`src/rtl/serial_sub_pkg.sv`:
```
// Shared types and helpers for the bit-serial subtractor.
package serial_sub_pkg;

  typedef enum logic [1:0] {
    IDLE  = 2'd0,
    SHIFT = 2'd1,
    DONE  = 2'd2
  } state_t;

  // Bounded loop so synthesis can unroll it for any 32-bit value.
  function automatic int clog2(input int value);
    int res;
    res = 0;
    for (int i = 0; i < 31; i++) begin
      if ((1 << i) < value) res = i + 1;
    end
    return res;
  endfunction

  function automatic int cnt_width(input int width);
    return (clog2(width) < 1) ? 1 : clog2(width);
  endfunction

endpackage

```
`src/rtl/serial_subtractor_fs_cell.sv`:
```
// 1-bit combinational full subtractor: d = a - b - bin, bo = borrow out.
module fs_cell (
  input  logic a,
  input  logic b,
  input  logic bin,
  output logic d,
  output logic bo
);

  assign d  = a ^ b ^ bin;
  assign bo = (~a & b) | (~(a ^ b) & bin);

endmodule

```
`src/rtl/serial_subtractor.sv`:
```
// Bit-serial subtractor, LSB first, one fs_cell plus a registered borrow.
// Optional signed-overflow output ovf when SERIAL_SUB_OVF_EN is defined.
//
// state | meaning
// IDLE  | waiting for start
// SHIFT | one operand bit processed per clock
// DONE  | result valid, done pulses; start here re-launches directly
module serial_subtractor
  import serial_sub_pkg::*;
#(
  parameter int WIDTH = 8
) (
  input  logic             clk,
  input  logic             rst,
  input  logic             start,
  input  logic [WIDTH-1:0] a,
  input  logic [WIDTH-1:0] b,
  input  logic             bin,
  output logic             busy,
  output logic             done,
  output logic [WIDTH-1:0] diff,
  output logic             bout,
  output logic             zero
`ifdef SERIAL_SUB_OVF_EN
  ,
  output logic             ovf
`endif
);

  localparam int CNT_W = cnt_width(WIDTH);

  state_t           state, state_next;
  logic [WIDTH-1:0] a_sr, b_sr, res_sr;
  logic [WIDTH:0]   res_cat;
  logic [WIDTH-1:0] res_next;
  logic [CNT_W-1:0] cnt;
  logic             brw;
  logic             d, bo;
  logic             last, accept;

  fs_cell u_cell (
    .a   (a_sr[0]),
    .b   (b_sr[0]),
    .bin (brw),
    .d   (d),
    .bo  (bo)
  );

  assign last   = (cnt == CNT_W'(WIDTH - 1));
  assign accept = start && ((state == IDLE) || (state == DONE));
  // Concatenate then slice so WIDTH == 1 needs no empty part-select.
  assign res_cat  = {d, res_sr};
  assign res_next = res_cat[WIDTH:1];

  always_ff @(posedge clk) begin
    if (rst) state <= IDLE;
    else     state <= state_next;
  end

  always_comb begin
    state_next = state;
    case (state)
      IDLE:    if (start) state_next = SHIFT;
      SHIFT:   if (last)  state_next = DONE;
      DONE:    state_next = start ? SHIFT : IDLE;
      default: state_next = IDLE;
    endcase
  end

  always_ff @(posedge clk) begin
    if (rst) begin
      a_sr   <= '0;
      b_sr   <= '0;
      res_sr <= '0;
      brw    <= 1'b0;
      cnt    <= '0;
      busy   <= 1'b0;
      done   <= 1'b0;
      diff   <= '0;
      bout   <= 1'b0;
      zero   <= 1'b0;
`ifdef SERIAL_SUB_OVF_EN
      ovf    <= 1'b0;
`endif
    end else begin
      busy <= (state_next == SHIFT);
      done <= (state_next == DONE);
      if (accept) begin
        a_sr <= a;
        b_sr <= b;
        brw  <= bin;
        cnt  <= '0;
      end else if (state == SHIFT) begin
        a_sr   <= a_sr >> 1;
        b_sr   <= b_sr >> 1;
        res_sr <= res_next;
        brw    <= bo;
        cnt    <= cnt + CNT_W'(1);
        if (last) begin
          diff <= res_next;
          bout <= bo;
          zero <= (res_next == '0);
`ifdef SERIAL_SUB_OVF_EN
          // brw is the borrow into the MSB on this final step.
          ovf  <= brw ^ bo;
`endif
        end
      end
    end
  end

endmodule
```
`config.mk`:
```
export PLATFORM = sky130hd
export DESIGN_NAME = serial_subtractor
export DESIGN_NICKNAME = d
export VERILOG_FILES = /design/src/rtl/serial_sub_pkg.sv /design/src/rtl/serial_subtractor_fs_cell.sv /design/src/rtl/serial_subtractor.sv
export SDC_FILE = /design/constraint.sdc
export NUM_CORES = 1
export LEC_CHECK = 0
export CORE_MARGIN = 8
export CORE_UTILIZATION = 35
export CTS_BUF_LIST = sky130_fd_sc_hd__clkbuf_4
export DETAILED_ROUTE_END_ITERATION = 6
export PLACE_DENSITY_LB_ADDON = 0.12
export SYNTH_ARGS = -nofsm -noshare
export SYNTH_HDL_FRONTEND = slang
export SYNTH_SLANG_ARGS = --single-unit
```
`constraint.sdc`:
```
create_clock -name clk -period 1.7 [get_ports clk]
set_input_delay 0.17 -clock clk [delete_from_list [all_inputs] [get_ports clk]]
set_output_delay 0.17 -clock clk [all_outputs]
set_load 0.02 [all_outputs]
```
---- Word-level counts from Yosys, hierarchy flattened ----
Cells that the tools add are included.
W data, S select, Z words.
word-level totals
  flip-flop bits (word level) ............. 42
  bits of input ports ..................... 20
  output and inout port bits .............. 12
cells by class
  $add $sub $neg .......................... 1
  eq/ne operators ......................... 5
  multiplexer cells ....................... 10
  bitwise logic cells ..................... 8
  reduce and logical (&&, ||, !) cells .... 8
operators by type and width
  kind                   number
  $mux W8                4
  $logic_not A8 Y1       1
  $pmux W2 S3            1
  $eq A2 B1 Y1 const B   2
  $eq A2 B2 Y1 const B   2
  $mux W2                2
  $add A3 B1 Y3 const B  1
  $eq A3 B3 Y1 const B   1
  $mux W1                3
  $not A1 Y1             3
  $reduce_and A3 Y1      1
  $and A1 B1 Y1          2
  $logic_not A2 Y1       1
  $reduce_and A2 Y1      1
  $reduce_bool A2 Y1     1
  $reduce_or A2 Y1       1
  $xor A1 B1 Y1          2
  $logic_and A1 B1 Y1    1
  $logic_or A1 B1 Y1     1
  $or A1 B1 Y1           1

---- Logic depth before layout (Yosys ltp) ----
Gate-level depths: netlist of the first run.
  depth in word-level cells ............... 6
  gate-level depth with buffers ........... 6
  gate-level depth less buffers ........... 5

---- Modules after synthesis ----
A second synthesis of the first run with hierarchy kept.
unflattened totals
  cells, all modules ...................... 175
  area, all modules ....................... 1,729.2 µm²
modules (own cells, without submodules)
  module             instances  cells each  area an instance (µm²)
  serial_subtractor  1          171         1,697.9
  fs_cell            1          4           31.3

---- Least setup slack after synthesis of the first run ----
No wires, ideal clock.
  path kind ............................... flip-flop to flip-flop
  from .................................... register cnt[0]
  to ...................................... register bout
  library setup time ...................... 0.086 ns
  arrival ................................. 1.246 ns
  setup slack ............................. 0.368 ns
  cell stages (with the launch flop) ...... 6
  buffers on the path ..................... 1
  period minus slack after synthesis ...... 1.332 ns
  cell sequence ........................... dfxtp_1 -> ha_1 -> ha_1 -> and3b_2 -> buf_2 -> a211oi_1
on the way
  cells in the longest elaborated chain, start to end .. 2
ends and longest elaborated chain
  item                         line                      source
  start: declaration           serial_subtractor.sv:36   logic [CNT_W-1:0] cnt;
  start signal: assignment     serial_subtractor.sv:98   cnt <= cnt + CNT_W'(1);
  $eq A3 B3 Y1                 serial_subtractor.sv:49   assign last = (cnt == CNT_W'(WIDTH - 1));
  $reduce_and A3 Y1 (no line)  --
  end signal: assignment       serial_subtractor.sv:101  bout <= bo;
  end: declaration             serial_subtractor.sv:22   output logic bout,
Every way passes these cells.
A chain may end at the register's enable or synchronous reset.

---- Final worst setup path of the first run ----
  from .................................... register diff[2]
  to ...................................... output diff[2]
RTL lines
  item                      line                      source
  start: declaration        serial_subtractor.sv:21   output logic [WIDTH-1:0] diff,
  start signal: assignment  serial_subtractor.sv:100  diff <= res_next;
No word-level cell between the ends.

==> summary.txt, run 1 <==
Status
  • Status: complete, no violations

Logic synthesis
  • Syn Inst Count: 183
  • Syn Std Cell Area: 0.00164 mm²
  • Synth Area in Adders: 2.75%
  • Simple-gate share of the synthesized area: 18.9%
  • Compound-Gate Fraction of Synth Area: 18.6%
  • Post-synth top area share: 50.2%
  • Syn avg cell area: 8.94 µm²
  • Synth Warn #: 0
  • Synth area leader: dfxtp_1
  • Ranking of synthesized cells by area: dfxtp_1 (50%), a21oi_1 (10%), nand2_1 (7.6%)
  • Distinct cells, synth: 29
  • Seq/Total Area, Yosys: 50.2%
  • XOR/XNOR Fraction of Synth Area: 0.536%
  • Yosys reg bits: 41
  • Largest family of logic cells by synthesized area: simple AND/OR/NAND/NOR gates
  • Synthesized Nets: 206
  • Post-synthesis mux area share: 1.22%

Worst setup path
  • Delay of the slowest cell on the worst path: 0.61 ns
  • Crit path cell chain: clkdlybuf4s50_1
  • Crit path required time: 1.53 ns
  • Worst Setup Start Kind: register
  • Buf/Inv on CP: 1
  • Flop2flop setup slack: 0.28 ns
  • Worst endpoint data arrival time: 1.29 ns
  • Slowest library cell on the worst path: clkdlybuf4s50_1
  • CP endpoint kind: output port
  • CP Max Fanout: 2
  • Reg2reg path depth: 5
  • Top delay family on crit path: buffers and inverters
  • Worst reg2reg path endpoint: zero$_SDFFE_PP0P_
  • Critical path type: register to output port
  • RR Startpoint: b_sr[0]$_SDFFE_PP0P_

Place
  • Detailed Place HPWL: 2550 µm
  • Port Buffers: 31
  • Final Wtd Congestion: 0.760
  • Post-place setup slack: 0.278 ns

Clock network
  • Clock root cell: clkbuf_4
  • CTS Buffer Depth: 2
  • Hold_buf cts: 0
  • Number of H-tree levels: 2
  • Clk slew on worst S/H paths: 0.12 ns
  • Num CTS Buffers: 5
  • CTS tree: built
  • Clock Latency Late Sink: 0.34 ns
  • Post-CTS setup buffer count: 0
  • Post-CTS sizing: 0
  • Clk sinks: 41

Routing
  • Detailed Route WL: 3700 µm
  • Drt first pass iters: 5
  • Avg WL per Cell: 14.0 µm
  • Vias per cell: 5.15
  • Post-route DRC: 0
  • Vias: 1359
  • Post-route ant nets: 0
  • DRT iter0 DRCs: 96

Final layout
  • Commonest non-fill, non-tap cells in the layout: dfxtp_1 (41), nand2_1 (33), a21oi_1 (33)
  • Share of cells above drive strength 1: 7.62%
  • Layout area overhead: 23.0%
  • Commonest non-fill, non-tap cell in the layout: dfxtp_1
  • Fillers: 452
  • Fin nets: 233
  • Antenna Cells: 0

Timing
  • Fmax: 0.685 GHz
  • Slew Viols, Final: 0
  • Post-Route Setup TNS: 0 ns
  • Final WS setup: 0.240 ns
  • Final setup fails: 0
  • Final Hold Fails: 0
  • Final min period: 1.46 ns
  • Worst Tran Pin Value: 0.404 ns
  • RSZ-0062 raised after global routing: false
  • Final worst path period share: 85.9%
  • Rel. slew slack: 73.0%
  • Clk_skew: 0.00767 ns

Global route
  • Initial antenna violation count: 0
  • Vias in the first global route: 1392
  • Global route total overflow: 0
  • Total GRT Usage: 10.9%
  • First-pass GRT wire length: 6360 µm
  • Pin count of the biggest net entering global routing: 42

Power and ir drop
  • Pwr dens: 848 mW/mm²
  • Total power draw: 1.71 mW
  • Leakage: 0.693 nW
  • Max VDD drop: 0.000361 V

Min path
  • Hold EP: b_sr[7]$_SDFFE_PP0P_
  • HP Start: b[7]
  • Hold Path Cell Cnt: 3
  • Worst hold path type: input pin to register

Floorplan
  • Die Y: 84.4 µm
  • Die ar.: 0.00712 mm²
  • Initial Util: 35.6%
  • Row count: 25
  • Io pins: 32
  • Core area: 0.00460 mm²
  • Die X: 84.4 µm

Job
  • Total of max-cap violations: 0
-- final cells by class --
| cell class | count | area (µm²) | area share [%] |
|---|---|---|---|
| clock buffers | 6 | 45.0 | 2.24 |
| clock inverters | 1 | 3.75 | 0.187 |
| inverters | 2 | 7.51 | 0.373 |
| multi-input cells | 123 | 687 | 34.1 |
| flip-flops and latches | 41 | 821 | 40.8 |
| well taps | 54 | 67.6 | 3.36 |
| repair buffers | 37 | 380 | 18.9 |
-- per-stage QoR --
stage / cell area (µm²) / hold WS, ns / std cells / util [%]
floorplan: 1640 / 0.306 / 183 / -
global placement: 1960 / 0.443 / 257 / 42.7
detailed placement: 1960 / 0.454 / 257 / 42.7
CTS: 2010 / 0.358 / 264 / 43.8
global route: 2010 / 0.364 / 264 / 43.8
finish: 2010 / 0.372 / 264 / 43.8
-- how the worst max path moves through the flow --
stage / start / cells past startpoint / end
3_5_place_dp: b_sr[0]$_SDFFE_PP0P_ / 5 / zero$_SDFFE_PP0P_
4_1_cts: diff[2]$_SDFFE_PP0P_ / 1 / diff[2]
5_1_grt: cnt[0]$_SDFFE_PP0P_ / 5 / diff[4]$_SDFFE_PP0P_
3_3_place_gp: b_sr[0]$_SDFFE_PP0P_ / 5 / zero$_SDFFE_PP0P_
2_1_floorplan: cnt[0]$_SDFFE_PP0P_ / 5 / bout$_SDFFE_PP0P_
6_report: diff[2]$_SDFFE_PP0P_ / 1 / diff[2]
-- tightest hold or removal path: stages --
cell	delay, ns
clkdlybuf4s50_1	0.39
nand2_1	0.05
a21oi_1	0.06
-- registers in the layout, indices dropped and copies added (netlist names) --
| signal | cells |
|---|---|
| cnt | 3 |
| done | 1 |
| state | 2 |
| a_sr | 8 |
| diff | 8 |
| b_sr | 8 |
| bout | 1 |
| busy | 1 |
| res_sr | 7 |
| zero | 1 |
| brw | 1 |
-- routing by layer --
layer,GRT usage (%),up-vias,wire (µm)
met5,0,-,0
met4,3.70,0,52
met3,4.45,6,214
met2,17.8,35,1850
met1,12.5,634,1590
li1,-,684,-
-- cells in the mapped netlist --
master and instances:
a211oi_1 1, a21oi_1 33, a22oi_1 12, a22oi_2 2, a2bb2oi_1 1, and2b_1 1, and3b_2 1, buf_12 1
buf_2 5, buf_4 2, buf_6 2, buf_8 1, clkbuf_1 6, dfxtp_1 41, fa_1 1, ha_1 2
inv_1 2, mux2i_1 2, nand2_1 33, nand2b_1 2, nand3_1 18, nand3b_1 1, nor2_1 5, nor2b_1 1
nor3_1 2, nor3_2 1, nor4_1 2, o21a_1 1, xnor2_1 1
-- power breakdown --
part	internal (mW)	total, mW	switching (mW)	leakage, nW
combinational	0.113	0.230	0.118	0.330
sequential	0.997	1.02	0.0219	0.334
clock	0.166	0.456	0.290	0.0292
-- kinds of logic (layout without fill, tap and decap cells) --
group           count (synthesis)  count (layout)
simple gates                   67              67
compound gates                 50              50
flops                          41              41
buf+inv                        19              46
fa+ha+maj                       3               3
mux                             2               2
xor+xnor                        1               1
Power figures use the tool's default switching activity.
==> run 2, diff against run 1 <==
--- a/config.mk
+++ b/config.mk
@@ -9,6 +9,7 @@
 export CORE_UTILIZATION = 35
 export CTS_BUF_LIST = sky130_fd_sc_hd__clkbuf_4
 export DETAILED_ROUTE_END_ITERATION = 6
+export GPL_ROUTABILITY_DRIVEN = 0
 export PLACE_DENSITY_LB_ADDON = 0.12
 export SYNTH_ARGS = -nofsm -noshare
 export SYNTH_HDL_FRONTEND = slang
==> results of run 2 <==
Same layout as run 1: the final DEF is identical, and so are final timing and power.
==> run 3, diff against run 2 <==
--- a/config.mk
+++ b/config.mk
@@ -5,9 +5,11 @@
 export SDC_FILE = /design/constraint.sdc
 export NUM_CORES = 1
 export LEC_CHECK = 0
+export CAP_MARGIN = 20
 export CORE_MARGIN = 8
 export CORE_UTILIZATION = 35
 export CTS_BUF_LIST = sky130_fd_sc_hd__clkbuf_4
+export CTS_CLUSTER_SIZE = 20
 export DETAILED_ROUTE_END_ITERATION = 6
 export GPL_ROUTABILITY_DRIVEN = 0
 export PLACE_DENSITY_LB_ADDON = 0.12
==> results of run 3 <==
Same layout as run 1: the final DEF is identical, and so are final timing and power.
